==> config.mk <==
export PLATFORM = sky130hd
export DESIGN_NAME = wb_arb_xbar
export DESIGN_NICKNAME = d
export VERILOG_FILES = /design/src/rtl/wb_pkg.sv /design/src/rtl/wb_rr_arb.sv /design/src/rtl/wb_arb_xbar.sv
export SDC_FILE = /design/constraint.sdc
export NUM_CORES = 1
export LEC_CHECK = 0
export BUFFER_PORTS_ARGS = -buffer_cell sky130_fd_sc_hd__buf_4
export CAP_MARGIN = 15
export CORE_AREA = 2 2 150 152
export CTS_CLUSTER_DIAMETER = 60
export DETAILED_ROUTE_END_ITERATION = 7
export DIE_AREA = 0 0 152 154
export PLACE_DENSITY = 0.47
export SLEW_MARGIN = 10
export SYNTH_ARGS = -nofsm -noshare
export SYNTH_HDL_FRONTEND = slang
export SYNTH_SLANG_ARGS = --single-unit
==> constraint.sdc <==
create_clock -name clk_i -period 1.7 [get_ports clk_i]
set_input_delay 0.17 -clock clk_i [delete_from_list [all_inputs] [get_ports clk_i]]
set_output_delay 0.17 -clock clk_i [all_outputs]
set_load 0.005 [all_outputs]
==> src/rtl/wb_pkg.sv <==
// Shared types and helpers for the Wishbone shared-bus arbiter/crossbar.
// Latency: n/a (types, constants and a combinational round-robin pick).
// Backpressure: n/a.
package wb_pkg;

    typedef enum logic {
        ARB_IDLE  = 1'b0,
        ARB_OWNED = 1'b1
    } arb_state_t;

    // Width of the stalled-strobe timeout counter.
    localparam int WB_TO_W  = 8;
    // Largest master count the round-robin helper handles.
    localparam int WB_MAX_M = 8;

    // One-hot grant of the first set bit of req, scanning upward from
    // (last + 1) with wrap at n. Returns zero when nothing is requested.
    function automatic logic [WB_MAX_M-1:0] rr_pick(
        input logic [WB_MAX_M-1:0] req,
        input logic [2:0]          last,
        input int                  n
    );
        logic [WB_MAX_M-1:0] g;
        logic                found;
        int                  idx;
        g     = '0;
        found = 1'b0;
        for (int i = 1; i <= WB_MAX_M; i++) begin
            if (i <= n) begin
                idx = int'(last) + i;
                if (idx >= n) idx = idx - n;
                if (!found && req[3'(idx)]) begin
                    g[3'(idx)] = 1'b1;
                    found      = 1'b1;
                end
            end
        end
        return g;
    endfunction

endpackage

==> src/rtl/wb_rr_arb.sv <==
// Round-robin bus arbiter: owner holds the bus until it drops its request.
// Latency: grant registered, appears one cycle after the request is sampled.
// Backpressure: none; requesters simply wait until granted.
// Ports: req = per-master cyc, rel = owner has dropped cyc this cycle,
//        gnt = one-hot owner (zero when idle), gnt_idx = binary owner index.
module wb_rr_arb
    import wb_pkg::*;
#(
    parameter int NM = 2,
    parameter int IW = (NM > 1) ? $clog2(NM) : 1
) (
    input  logic          clk_i,
    input  logic          rst_i,
    input  logic [NM-1:0] req,
    input  logic          rel,
    output logic [NM-1:0] gnt,
    output logic [IW-1:0] gnt_idx
);

    arb_state_t          state;
    logic [IW-1:0]       last_owner;
    logic [IW-1:0]       base;
    logic [WB_MAX_M-1:0] req_w;
    logic [WB_MAX_M-1:0] pick_w;
    logic [NM-1:0]       pick;
    logic [IW-1:0]       pick_idx;

    // When idle, rotate from the last owner; when the owner releases,
    // rotate from the owner itself (its own request is already low).
    always_comb begin
        base          = (state == ARB_IDLE) ? last_owner : gnt_idx;
        req_w         = '0;
        req_w[NM-1:0] = req;
        pick_w        = rr_pick(req_w, 3'(base), NM);
        pick          = pick_w[NM-1:0];
        pick_idx      = '0;
        for (int i = 0; i < WB_MAX_M; i++) begin
            if (pick_w[i]) pick_idx = IW'(i);
        end
    end

    always_ff @(posedge clk_i) begin
        if (rst_i) begin
            state      <= ARB_IDLE;
            gnt        <= '0;
            gnt_idx    <= '0;
            last_owner <= IW'(NM - 1);
        end else begin
            case (state)
                ARB_IDLE: begin
                    if (|req) begin
                        state   <= ARB_OWNED;
                        gnt     <= pick;
                        gnt_idx <= pick_idx;
                    end
                end
                ARB_OWNED: begin
                    if (rel) begin
                        last_owner <= gnt_idx;
                        if (|req) begin
                            gnt     <= pick;
                            gnt_idx <= pick_idx;
                        end else begin
                            state <= ARB_IDLE;
                            gnt   <= '0;
                        end
                    end
                end
                default: begin
                    state <= ARB_IDLE;
                    gnt   <= '0;
                end
            endcase
        end
    end

endmodule

==> src/rtl/wb_arb_xbar.sv <==
// Wishbone shared-bus interconnect: NM masters, NS slaves, round-robin owner.
// Latency: grant +1 cycle after cyc; request/response paths combinational.
// Backpressure: slaves stall via withheld ack; stalls end in err after TIMEOUT.
// Ports: m_* master side (packed per master), s_* slave side (cyc/stb one-hot
//        per slave, other request fields shared), gnt_o = one-hot owner.
module wb_arb_xbar
    import wb_pkg::*;
#(
    parameter int NM       = 2,
    parameter int NS       = 3,
    parameter int AW       = 32,
    parameter int DW       = 32,
    parameter int SEL_BITS = 4,
    parameter int TIMEOUT  = 255
) (
    input  logic                 clk_i,
    input  logic                 rst_i,
    input  logic [NM-1:0]        m_cyc_i,
    input  logic [NM-1:0]        m_stb_i,
    input  logic [NM-1:0]        m_we_i,
    input  logic [NM*(DW/8)-1:0] m_sel_i,
    input  logic [NM*AW-1:0]     m_adr_i,
    input  logic [NM*DW-1:0]     m_dat_i,
    output logic [NM*DW-1:0]     m_dat_o,
    output logic [NM-1:0]        m_ack_o,
    output logic [NM-1:0]        m_err_o,
    output logic [NS-1:0]        s_cyc_o,
    output logic [NS-1:0]        s_stb_o,
    output logic                 s_we_o,
    output logic [DW/8-1:0]      s_sel_o,
    output logic [AW-1:0]        s_adr_o,
    output logic [DW-1:0]        s_dat_o,
    input  logic [NS*DW-1:0]     s_dat_i,
    input  logic [NS-1:0]        s_ack_i,
    input  logic [NS-1:0]        s_err_i,
    output logic [NM-1:0]        gnt_o
);

    localparam int                 SW      = DW / 8;
    localparam int                 IW      = (NM > 1) ? $clog2(NM) : 1;
    localparam bit                 TO_EN   = (TIMEOUT > 0);
    localparam logic [WB_TO_W-1:0] TO_LAST = WB_TO_W'(TIMEOUT - 1);

    generate
        if (NM < 1 || NM > WB_MAX_M || NS < 1 || NS > (1 << SEL_BITS) ||
            SEL_BITS > AW || (DW % 8) != 0 || TIMEOUT < 0 || TIMEOUT > 255) begin : g_bad_params
            $error("wb_arb_xbar: illegal parameter combination");
        end
    endgenerate

    logic [NM-1:0]         gnt;
    logic [IW-1:0]         gnt_idx;
    logic                  busy;
    logic                  rel;
    logic                  own_cyc, own_stb, own_we;
    logic [SW-1:0]         own_sel;
    logic [AW-1:0]         own_adr;
    logic [DW-1:0]         own_dat;
    logic [SEL_BITS-1:0]   idx;
    logic                  dec_hit, hit;
    logic                  sack, serr;
    logic [DW-1:0]         sdat;
    logic                  to_drop, to_exp;
    logic                  err_pulse;
    logic [WB_TO_W-1:0]    to_cnt;

    wb_rr_arb #(.NM(NM), .IW(IW)) u_arb (
        .clk_i   (clk_i),
        .rst_i   (rst_i),
        .req     (m_cyc_i),
        .rel     (rel),
        .gnt     (gnt),
        .gnt_idx (gnt_idx)
    );

    assign busy  = |gnt;
    assign rel   = busy & ~own_cyc;
    assign gnt_o = gnt;

    // Owner request mux; everything reads zero while the bus is idle.
    always_comb begin
        own_cyc = 1'b0;
        own_stb = 1'b0;
        own_we  = 1'b0;
        own_sel = '0;
        own_adr = '0;
        own_dat = '0;
        for (int i = 0; i < NM; i++) begin
            if (busy && (gnt_idx == IW'(i))) begin
                own_cyc = m_cyc_i[i];
                own_stb = m_stb_i[i];
                own_we  = m_we_i[i];
                own_sel = m_sel_i[i*SW +: SW];
                own_adr = m_adr_i[i*AW +: AW];
                own_dat = m_dat_i[i*DW +: DW];
            end
        end
    end

    assign idx     = own_adr[AW-1 -: SEL_BITS];
    assign dec_hit = (int'(idx) < NS);
    assign hit     = busy & dec_hit;

    assign s_we_o  = own_we;
    assign s_sel_o = own_sel;
    assign s_adr_o = own_adr;
    assign s_dat_o = own_dat;

    // Final stalled cycle: strobe is withdrawn regardless of a same-cycle
    // ack so the slave strobe never depends combinationally on s_ack_i.
    assign to_drop = TO_EN && hit && own_stb && (to_cnt == TO_LAST);
    // A same-cycle ack or slave error wins over the timeout error.
    assign to_exp  = to_drop & ~sack & ~serr;

    always_comb begin
        s_cyc_o = '0;
        s_stb_o = '0;
        sack    = 1'b0;
        serr    = 1'b0;
        sdat    = '0;
        for (int s = 0; s < NS; s++) begin
            if (hit && (int'(idx) == s)) begin
                s_cyc_o[s] = own_cyc;
                s_stb_o[s] = own_stb & ~to_drop;
                sack       = s_ack_i[s];
                serr       = s_err_i[s];
                sdat       = s_dat_i[s*DW +: DW];
            end
        end
    end

    always_comb begin
        m_ack_o = '0;
        m_err_o = '0;
        m_dat_o = '0;
        for (int i = 0; i < NM; i++) begin
            if (gnt[i]) begin
                m_ack_o[i]          = sack;
                m_err_o[i]          = serr | err_pulse | to_exp;
                m_dat_o[i*DW +: DW] = sdat;
            end
        end
    end

    // err_pulse self-clears after one cycle, so a held miss errors on
    // alternate cycles. The counter clears on any cycle that is not a
    // stalled hit, which covers ack/err, stb low, and owner release.
    always_ff @(posedge clk_i) begin
        if (rst_i) begin
            err_pulse <= 1'b0;
            to_cnt    <= '0;
        end else begin
            err_pulse <= busy & own_cyc & own_stb & ~dec_hit & ~err_pulse;
            if (TO_EN && hit && own_cyc && own_stb && !sack && !serr && !to_drop)
                to_cnt <= to_cnt + WB_TO_W'(1);
            else
                to_cnt <= '0;
        end
    end

endmodule

* Word level (Yosys, flattened, before mapping)
Index checks and enable logic that the tools add are counted.
** Storage, ports and cells
- Register bits after elaboration :: 14
- Latch bits :: 0
- Bits in writable memories :: 0
- Memory bits (read-only) :: 0
- Bits of input ports :: 246
- Logic and storage cells :: 135
- Memories :: 0
** Operators by class
- Add/subtract/negate cells :: 5
- Multiply operators :: 0
- Divide/modulo/power cells :: 0
- Magnitude comparators :: 7
- Equal/unequal tests :: 5
- Shifts and indexed selects :: 0
- Mux-type cells :: 66
- Bitwise operators :: 21
- Reductions and logical operators :: 25
** Operators by type and width (count)
- 2-to-1 mux 32 bit :: 9
- greater-or-equal comparator 32 x 3 -> 1 bit (second input constant) :: 2
- 2-to-1 mux 1 bit :: 41
- 2-to-1 mux 8 bit :: 2
- logical AND 1 bit :: 15
- < comparator 3 x 5 -> 1 bit (second input constant) :: 2
- bitwise AND 1 bit :: 9
- inverter 1 bit :: 9
- adder 8 x 1 -> 8 bit (second input constant) :: 1
- == test 8 bit (second input constant) :: 1
- 2-to-1 mux 4 bit :: 2
- bitwise OR 8 bit :: 1
- binary-select mux 1 bit (select 3 bit) :: 2
- demux 1 bit (select 3 bit) :: 2
- greater-or-equal comparator 3 x 1 -> 1 bit (second input constant) :: 2
- 2-to-1 mux 2 bit :: 3
- 2-to-1 mux 3 bit :: 2
- OR reduction 2 bit :: 3
- subtractor 3 bit (second input constant) :: 2
- == test 4 x 2 -> 1 bit (second input constant) :: 1
- == test 4 x 3 -> 1 bit (second input constant) :: 1
- zero test 1 bit :: 4
- zero test 4 bit :: 1
- < comparator 4 x 2 -> 1 bit (second input constant) :: 1
- 7 further kinds :: 11

* Depth between registers and ports, before layout
Gate-level depths: netlist of the first run.
- Depth after elaboration :: 21
- Mapped depth :: 8
- Depth with buffers taken out :: 5

* By module
Synthesis of the first run repeated with hierarchy kept, for this count alone.
** Unflattened totals
- Cell total of the unflattened synthesis :: 409
- Area total of the unflattened synthesis :: 3045.4 sq um
** Modules (own cells, without submodules)
- wb_arb_xbar :: times used 1, cells each 381, area an instance 2796.4 sq um
- wb_rr_arb :: times used 1, cells each 28, area an instance 249.0 sq um

* Worst setup path before layout of the first run
Ideal clock, no wire load.
- Path kind :: register -> output
- Start :: reg u_arb.gnt_idx
- End :: out m_err_o[0]
- Arrival :: 1612 ps
- Slack :: -82 ps
- Stages on the path, launching flop included :: 7
- Buffers on the path :: 1
- Path through :: dfxtp_1 -> buf_6 -> mux2i_4 -> nor2_4 -> o32a_4 -> or2_4 -> a32o_1
** Between the ends
- Word-level cells in the longest chain between the ends :: 15
- Elaborated cells on any way between the ends :: 30
- Those cells by class :: order compare: 1; eq/ne: 2; mux: 11; bitwise: 8; reduce/logical: 8
** Ends and longest elaborated chain
- from (decl) :: line wb_rr_arb.sv:17 : output logic [IW-1:0] gnt_idx
- from (signal assigned) :: line wb_rr_arb.sv:54 : gnt_idx <= pick_idx;
- from (signal assigned) :: line wb_rr_arb.sv:62 : gnt_idx <= pick_idx;
- inverter 1 bit :: line wb_arb_xbar.sv:89 : if (busy && (gnt_idx == IW'(i))) begin
- logical AND 1 bit :: line wb_arb_xbar.sv:89
- 2-to-1 mux 32 bit (2 in series) :: line wb_arb_xbar.sv:89
- < comparator 4 x 2 -> 1 bit :: line wb_arb_xbar.sv:101 : assign dec_hit = (int'(idx) < NS);
- bitwise AND 1 bit :: line wb_arb_xbar.sv:102 : assign hit = busy & dec_hit;
- logical AND 1 bit :: line wb_arb_xbar.sv:122 : if (hit && (int'(idx) == s)) begin
- 2-to-1 mux 1 bit (3 in series) :: line wb_arb_xbar.sv:122
- inverter 1 bit :: line wb_arb_xbar.sv:113 : assign to_exp = to_drop & ~sack & ~serr;
- bitwise AND 1 bit (2 in series) :: line wb_arb_xbar.sv:113
- bitwise OR 1 bit * :: line wb_arb_xbar.sv:139 : m_err_o[i] = serr | err_pulse | to_exp;
- 2-to-1 mux 1 bit * :: line wb_arb_xbar.sv:137 : if (gnt[i]) begin
- to (decl) :: line wb_arb_xbar.sv:26 : output logic [NM-1:0] m_err_o,
Every way passes the cells marked *; elsewhere a longest branch is shown, timed or not.

* Final worst setup path of the first run
Same ends and word-level chain as after synthesis.

==> metrics, run 1 <==
final weighted congestion of routability-driven global placement=around 0.8; power per cell area=368 mW/mm²; initial antenna violation count=0; required time reported for the critical path endpoint=about 1.5 ns; maximum ir drop on the vdd rail=between 0.0003 and 0.0004 V; per-cell routed wire length=between 15 and 20 µm; Worst Hold Slack=around 0.16 ns; htree depth=1; sequential-to-total area share from yosys stat=0.0883; max-cap check violation count=0; worst hold-check path type=in2reg; slew at the pin with the worst max-slew slack=approximately 0.45 ns; final critical-path share of the clock period=1.31; synthesis-to-finish area growth=128%; FP Rows=54; die outline height=around 150 µm; failing checks=negative setup slack; Overflow after GRT=0; post-layout power=roughly 2.7 mW; kind of critical path=reg2out; Combinational Power Share=0.679; pin count of the biggest net entering global routing=between 60 and 70; number of design rule violations left after detail routing=0; setup violators final=146; maximum operating frequency=about 0.45 GHz; clock-pin transition on the worst setup and hold timing paths=~0.05 ns; # clock sinks=14; count of inserted antenna diode cells=0; Net count, final=roughly 1100; Net Count, Synth=660; Final WS setup=-0.524 ns; final number of hold-violating endpoints=0; ys flop type=dfxtp_1; worst setup skew after layout=between 0.002 and 0.0025 ns; slowest stage cell on the critical path=dfxtp_4; Syn Std Cell Area=0.00317 mm²; layout cells sized above 1=0.643; sequential power share=0.133; total global-route track usage=0.135; CP Buf/Inv Count=2; fraction of power spent switching nets=0.335; cell at the root of the clock tree=clkbuf_16; yosys warns=0; filler cell count=between 2000 and 2500; number of synthesized flops with an enable pin=0; number of buffers added on ports=390; core box area=between 0.02 and 0.025 mm²; die outline area=approximately 0.023 mm²; pre-CTS WS=-0.297 ns; delay-heaviest family, CP=compound AO/OA/AOI/OAI gates; RSZ-0062 raised after global routing=true; worst slew margin relative to its limit=0.698; vias in the first global route=~4700; Antenna Nets Post-Route=0; run status=finished, violations left; async set-reset flop share out of synthesis=0; I/O pin cnt=between 300 and 400; cell-by-cell listing of the critical path=mux2i_4 > buf_4 > mux2i_1 > o32a_4 > or2_4 > a32o_1 > buf_4; share of the synthesized area in the top cell type=0.312; cells taking the most area after synthesis=mux2i_1 (31%), nor2_1 (16%), a2bb2oi_2 (13%); synthesized netlist cell count=slightly above 400; switching component of the power=a little under 900 µW; library cell occupying the most area in the post-synthesis netlist=mux2i_1; Max Transition Viols Final=0; Max FO, Critical Path=7; total internal power=around 1.8 mW; Worst setup SP type=flip-flop; number of iterations in the first detailed-routing pass=4; number of hold-repair buffers added at the cts stage=0; Initial Util=0.146; cell repeated most along the worst path=buf_4; Netlist cell types=51; Largest stage delay, worst path=around 0.43 ns; number of DRC markers in iteration 0=~140; Routed WL=17.4 mm; via count normalized by instance count=4.15; clock share of power=0.188; total vias in the final route=approximately 4600; kind of end point of the critical path=primary output; TritonCTS Buffers=3; global-route wire length before repair=roughly 25 mm; Arrival @ worst endpoint=around 2 ns; clock tree from TritonCTS=yes; flops & latches, synth=14; DPL Wire Length=between 10 and 15 mm; minimum period implied by the final worst setup slack=approximately 2.2 ns; Static Leakage=approximately 3.3 nW; Avg Cell Area, Syn=a little under 8 µm²; setup slack, reg-to-reg=-0.10 ns; Die Width=152 µm; clock tree buffer depth=2; clock network latency to the later pin of the worst-skew pair=between 0.2 and 0.25 ns
## layout make-up
| cell class | instances | area, µm² | share of cell area |
|---|---|---|---|
| clock buffers | 4 | 88.8 | 0.0123 |
| inverters | 5 | 18.8 | 0.00259 |
| multi-input cells | 355 | 2890 | 0.398 |
| flip-flops and latches | 14 | 284 | 0.0392 |
| well taps | 280 | 350 | 0.0484 |
| repair buffers | 454 | 3620 | 0.499 |
## cells by family after synthesis
kind of cell	Yosys count	share of synthesized area
simple gates	187	0.254
fa+ha+maj	2	0.00789
xor+xnor	6	0.0166
flops	14	0.0883
mux	105	0.342
compound gates	55	0.211
buf+inv	43	0.0800
## synthesized netlist by cell type, types with 4 or more instances
cell type  number
buf_6          10
buf_2          11
dfxtp_1        14
nand3_1         8
nor3_1         13
a2bb2oi_2      28
a2bb2oi_1       4
mux2i_1        99
nand2_1         7
xor2_1          5
clkbuf_1       16
nor2_1        139
## final timing paths
check | start | to | cells after the start
max reg2reg | u_arb.gnt_idx | to_cnt[3] | 8
min | rst_i | u_arb.state | 2
max | u_arb.gnt_idx | m_err_o[0] | 7
min reg2reg | err_pulse | err_pulse | 1
## placed cells by master, fill, tap and decap left out, types with 2 or more instances in the layout
master / count
buf_4: 429
nor2_1: 135
mux2i_1: 84
a2bb2oi_2: 31
dfxtp_1: 13
nor3_1: 12
buf_6: 12
mux2i_4: 10
mux2i_2: 9
nand3_1: 8
buf_12: 7
nand2_1: 6
xor2_1: 5
clkbuf_16: 5
nor2_2: 4
nor2_4: 3
inv_1: 3
o21ai_0: 3
a21oi_1: 3
clkinv_1: 2
or2_4: 2
and3_1: 2
nor3b_2: 2
a32o_1: 2
a211oi_1: 2
ha_1: 2
clkbuf_8: 2
buf_8: 2
## sequential cells by signal (all words and copies together) (netlist names)
| register | flops |
|---|---|
| u_arb.gnt | 2 |
| to_cnt | 8 |
| err_pulse | 1 |
| u_arb.gnt_idx | 1 |
| u_arb.state | 1 |
| u_arb.last_owner | 1 |
## worst register-to-register path, cell delays in order, from the launching register on
cell and delay [ns]:
dfxtp_4 0.39, buf_4 0.15, buf_8 0.14, mux2_1 0.23
nand2_1 0.08, nor3_1 0.27, nand3_1 0.11, buf_4 0.17
nor3_1 0.17
## power groups by stage
stage               Clock, mW  Combinational, mW  Sequential [mW]
floorplan                   0              0.741            0.351
global placement            0               1.64            0.361
detailed placement          0               1.64            0.361
CTS                     0.509               1.73            0.355
global route            0.521               1.95            0.357
finish                  0.500               1.81            0.355
## stage by stage
stage / TNS [ns] / instance area (µm²) / cells / utilization
floorplan: -0.726 / 3170 / 412 / -
detailed placement: -23.48 / 6700 / 1097 / 0.309
finish: -36.41 / 7240 / 1112 / 0.334
global route: -50.19 / 7240 / 1112 / 0.334
CTS: -45.15 / 7010 / 1106 / 0.323
global placement: -22.99 / 6700 / 1097 / 0.309
## routing by layer
| metal | share of wire | GRT usage |
|---|---|---|
| met5 | 0 | 0 |
| met1 | 0.39 | 0.154 |
| met2 | 0.54 | 0.261 |
| met4 | 0.010 | 0.0240 |
| met3 | 0.064 | 0.0265 |
## repair_timing
item	4_1_cts	5_1_grt
buffers inserted	6	4
pin swaps	6	6
endpoints found under the setup margin	145	150
gates resized for setup	37	32
cloned	0	2
Power figures use the tool's default switching activity.
==> run 2: changes to the inputs <==
SKIP_LAST_GASP = 1   (was not set)
==> run 2 against run 1 <==
The run still ends with negative setup slack left. Sequential cell count unchanged. Die area unchanged. Power about the same. Wire length down 0.39%. Via count down 0.39%. Sequential share of layout area about the same. Combinational power about the same. Global-route usage about the same. Final cell count unchanged. Cell area about the same. Register-to-register slack about the same.
==> metrics, run 2 (synthesis gave the netlist of run 1 again) <==
Routed WL=17.3 mm; Die Width=approximately 150 µm; clock tree from TritonCTS=yes; # clock sinks=14; clock tree buffer depth=2; Reg2Reg Launch Point=u_arb.gnt_idx; highest-count cells in the layout ignoring fill and taps=buf_4 (430), nor2_1 (135), mux2i_1 (84); Regs by FF count=to_cnt: 8 flops, u_arb.gnt: 2 flops; hold-critical path endpoint=u_arb.state; Crit Reg-Reg Endpoint=to_cnt[3]; number of cells traversed by the worst hold path=2; core box area=roughly 0.022 mm²; per-cell routed wire length=around 16 µm; kind of critical path=reg2out; number of iterations in the first detailed-routing pass=4; Arrival @ worst endpoint=between 2 and 2.5 ns; Final WS setup=-0.522 ns; vias in the first global route=4672; post-placement cell count=around 1100; run status=finished, violations left; total vias in the final route=~4600; final number of hold-violating endpoints=0; synthesis-to-finish area growth=128%; final critical-path share of the clock period=1.31; worst slew margin relative to its limit=0.697; Overflow after GRT=0; pin count of the biggest net entering global routing=just under 70; clock-pin transition on the worst setup and hold timing paths=~0.050 ns; Initial Util=0.146; die outline area=~0.023 mm²; required time reported for the critical path endpoint=between 1.5 and 2 ns; I/O pin cnt=around 390; final cell count without fillers=~1100; RSZ-0062 raised after global routing=true; worst reg2reg path depth=8; clock network latency to the later pin of the worst-skew pair=between 0.2 and 0.25 ns; Layout Utilization=0.334; kind of end point of the critical path=primary output; setup TNS=-36.30 ns; via count normalized by instance count=between 4 and 5; setup slack, reg-to-reg=-0.10 ns; Antenna Nets Post-Route=0; final weighted congestion of routability-driven global placement=approximately 0.8; maximum operating frequency=0.450 GHz; worst setup skew after layout=approximately 0.0017 ns; worst hold-check path type=in2reg; setup violators final=146; flip-flop count of the largest register after layout=8; number of buffers added on ports=between 300 and 400; die outline height=about 150 µm; cell at the root of the clock tree=clkbuf_16; Max FO, Critical Path=7; post-layout power=roughly 2.7 mW; failing checks=negative setup slack; FP Rows=between 50 and 60; max-cap check violation count=0; minimum period implied by the final worst setup slack=2.22 ns; pre-CTS WS=-0.297 ns; number of design rule violations left after detail routing=0; TritonCTS Buffers=3; Worst setup SP type=flip-flop; global-route wire length before repair=25.4 mm; slew at the pin with the worst max-slew slack=approximately 0.45 ns; Net count, final=1081; commonest non-fill, non-tap cell in the layout=buf_4; total global-route track usage=0.135; count of inserted antenna diode cells=0; Reg with most FFs=to_cnt; layout cells sized above 1=0.643; number of DRC markers in iteration 0=126; DPL Wire Length=about 14 mm; power per cell area=roughly 370 mW/mm²; initial antenna violation count=0; htree depth=1; Max Transition Viols Final=0; Static Leakage=approximately 3.3 nW; maximum ir drop on the vdd rail=between 0.0003 and 0.0004 V; origin of the worst min-delay path=rst_i
-- run 2: critical path, cell delays in order, from the launching register on --
cell	delay, ns
dfxtp_4	0.43
mux2i_4	0.28
buf_4	0.14
mux2i_1	0.07
o32a_4	0.22
or2_4	0.28
a32o_1	0.23
buf_4	0.14
-- run 2: how the worst max path moves through the flow --
| stage | to | depth (start not counted) | start |
|---|---|---|---|
| floorplan | m_err_o[0] | 6 | u_arb.gnt_idx |
| detailed placement | m_dat_o[55] | 8 | u_arb.gnt_idx |
| global route | m_dat_o[53] | 8 | u_arb.gnt_idx |
| global placement | s_stb_o[0] | 8 | u_arb.gnt[0] |
| CTS | m_err_o[1] | 7 | u_arb.gnt_idx |
| finish | m_err_o[0] | 7 | u_arb.gnt_idx |
-- run 2: area by class of cell --
class / count / area (µm²)
clock buffers: 4 / 88.8
fillers: 2340 / 14400
inverters: 5 / 18.8
multi-input cells: 355 / 2890
flip-flops and latches: 14 / 284
well taps: 280 / 350
repair buffers: 454 / 3610
-- run 2: report_power, final --
group	leakage [nW]	internal, mW	switching, mW
Clock	0.0442	0.357	0.142
Combinational	3.16	1.08	0.732
Sequential	0.114	0.338	0.0174
Total	3.32	1.77	0.891
-- run 2: what timing repair did --
action                                 4_1_cts  5_1_grt
hold buffers                                 0        0
setup endpoints to repair                  145      150
pin swaps                                    6        6
cloned                                       0        2
endpoints found under the hold margin        0        0
resized for setup                           35       33
buffers inserted                             6        4
-- run 2: per-stage QoR --
step	hold slack, ns	instance area (µm²)
6_report	0.158	7240
3_3_place_gp	0.405	6700
5_1_grt	0.161	7240
3_5_place_dp	0.410	6700
4_1_cts	0.155	7010
2_1_floorplan	0.239	3170
-- run 2: per-layer routing --
metal  vias to the layer above  GRT usage  wire (µm)
met4                         0     0.0240        182
met1                      2070      0.155       6760
met2                       209      0.261       9290
met3                        14     0.0259       1100
met5                         -          0          0
li1                       2300          -          -
==> run 3: changes to the inputs <==
CORE_AREA = 2 2 152 154   (was 2 2 150 152)
CTS_BUF_LIST = sky130_fd_sc_hd__clkbuf_4   (was not set)
DIE_AREA = 0 0 154 156   (was 0 0 152 154)
PLACE_DENSITY = 0.46   (was 0.47)
==> run 3 against run 2 <==
The flow still finishes with violations (negative setup slack). Utilization shrank 0.35 points. Combinational power grew 7%. Non-clock buffer count grew 10. Final cell count grew 1.4%. Setup slack lost 0.046 ns. Sequential cell count is the same. Fmax shrank 2.0%. Hold slack lost 0.071 ns. Global-route usage grew 0.16 points.
==> metrics, run 3 (synthesis gave the netlist of run 1 again) <==
final number of hold-violating endpoints=0; flip-flop count of the largest register after layout=8; cell at the root of the clock tree=clkbuf_4; number of DRC markers in iteration 0=between 150 and 200; total internal power=1.60 mW; Antenna Nets Post-Route=0; Final WS setup=-0.568 ns; # clock sinks=14; RSZ-0062 raised after global routing=true; Regs by FF count=to_cnt: 8 flops, u_arb.gnt: 2 flops; layout cells sized above 1=0.646; number of buffers added on ports=slightly below 400; die outline area=~0.024 mm²; highest-count cells in the layout ignoring fill and taps=buf_4 (435), nor2_1 (136), mux2i_1 (80); Max Transition Viols Final=0; number of design rule violations left after detail routing=0; synthesis-to-finish area growth=133%; maximum operating frequency=0.441 GHz; total global-route track usage=0.137; clock-pin transition on the worst setup and hold timing paths=0.10 ns; Worst Hold Slack=0.0869 ns; global-route wire length before repair=~26 mm; FP Rows=55; max-cap check violation count=0; design area=roughly 0.0074 mm²; clock share of power=0.085; post-placement cell count=about 1100; switching component of the power=about 910 µW; maximum ir drop on the vdd rail=~0.00016 V; CP Buf/Inv Count=1; per-cell routed wire length=between 15 and 20 µm; clock tree buffer depth=2; delay-heaviest family, CP=compound AO/OA/AOI/OAI gates; Initial Util=0.142; I/O pin cnt=between 300 and 400; required time reported for the critical path endpoint=approximately 1.5 ns; worst slew margin relative to its limit=0.714; post-layout power=2.50 mW; failing checks=negative setup slack; number of hold-repair buffers added at the cts stage=0; number of iterations in the first detailed-routing pass=4; Combinational Power Share=0.773; clock tree from TritonCTS=yes; power per cell area=around 340 mW/mm²; via count normalized by instance count=~4.2; Overflow after GRT=0; die outline height=roughly 160 µm; sequential power share=0.142; commonest non-fill, non-tap cell in the layout=buf_4; initial antenna violation count=1; Die Width=roughly 150 µm; DPL Wire Length=~15 mm; fraction of power spent switching nets=0.362; pin count of the biggest net entering global routing=45; total vias in the final route=4710; minimum period implied by the final worst setup slack=around 2.3 ns; run status=finished, violations left; worst hold-check path type=in2reg; htree depth=1; pre-CTS WS=-0.275 ns; clock network latency to the later pin of the worst-skew pair=0.29 ns; Largest stage delay, worst path=about 0.45 ns; final critical-path share of the clock period=1.33; worst setup skew after layout=approximately 0.0028 ns; vias in the first global route=~4700; slew at the pin with the worst max-slew slack=0.427 ns; cell-by-cell listing of the critical path=mux2i_4 > nor2_4 > o32a_4 > or2_4 > a32o_1 > buf_4; Static Leakage=3.40 nW; Placed Area=about 0.0067 mm²; Arrival @ worst endpoint=between 2 and 2.5 ns; core box area=roughly 0.022 mm²; slowest stage cell on the critical path=dfxtp_4; kind of critical path=reg2out; Net count, final=roughly 1100; Reg with most FFs=to_cnt; Max FO, Critical Path=6; Worst setup SP type=flip-flop; Routed WL=roughly 18 mm; TritonCTS Buffers=3; final weighted congestion of routability-driven global placement=0.745; setup violators final=approximately 150; kind of end point of the critical path=primary output; final cell count without fillers=1128
==> run 3: cell types whose count changed in the layout (fill, tap and decap cells not counted), moves of 3 or more <==
cell / delta
buf_12: +3
buf_4: +5
buf_6: -4
clkbuf_4: +3
buf_16: +4
clkbuf_16: -4
mux2i_2: +3
mux2i_1: -4
==> run 3: power groups by stage <==
stage | Combinational (mW) | Clock (mW) | Sequential [mW]
2_1_floorplan | 0.741 | 0 | 0.351
3_3_place_gp | 1.66 | 0 | 0.362
3_5_place_dp | 1.66 | 0 | 0.363
4_1_cts | 1.82 | 0.222 | 0.354
5_1_grt | 2.07 | 0.240 | 0.358
6_report | 1.94 | 0.212 | 0.355
==> run 3: path summary, 6_finish.rpt <==
check	from	to	slack, ns	cells past startpoint
worst max register to register	u_arb.gnt_idx	to_cnt[4]	-0.21	6
worst max-delay path	u_arb.gnt_idx	m_err_o[0]	-0.57	6
worst min-delay path	rst_i	u_arb.gnt[1]	0.09	2
worst min register to register	err_pulse	err_pulse	0.42	1
==> run 3: timing repair <==
action,4_1_cts,5_1_grt
cloned,5,1
setup buffers,5,9
resized for setup,39,46
endpoints found under the setup margin,151,154
pin swaps,2,4
==> run 3: area by class of cell <==
class                           count  area (µm²)
Clock buffer                        3        22.5
Clock inverter                      1        3.75
Fill cell                        2408       15000
Timing Repair Buffer              464        3830
Tap cell                          285         357
Multi-Input combinational cell    355        2870
Sequential cell                    14         285
Antenna cell                        1        2.50
Inverter                            5        18.8
==> run 3: layer usage <==
layer  global-route usage  up-vias  share of wire
met5                    0        -              0
met4               0.0174        0         0.0080
met3               0.0408       10          0.083
met2                0.266      208           0.53
met1                0.149     2169           0.38
li1                     -     2323              -
==> run 3: stage by stage <==
step                       util  TNS [ns]
after floorplan               -    -0.726
after global placement    0.301    -17.94
after detailed placement  0.301    -19.90
after CTS                 0.317    -53.57
after global routing      0.330    -58.09
final                     0.330    -41.72
==> run 3: worst register-to-register path, cell delays in order, from the launching register on <==
cell and delay, ns:
dfxtp_4 0.45, mux2i_4 0.28, nor2_4 0.09, o32a_4 0.37, buf_4 0.14, o211ai_2 0.36
nor3_1 0.11
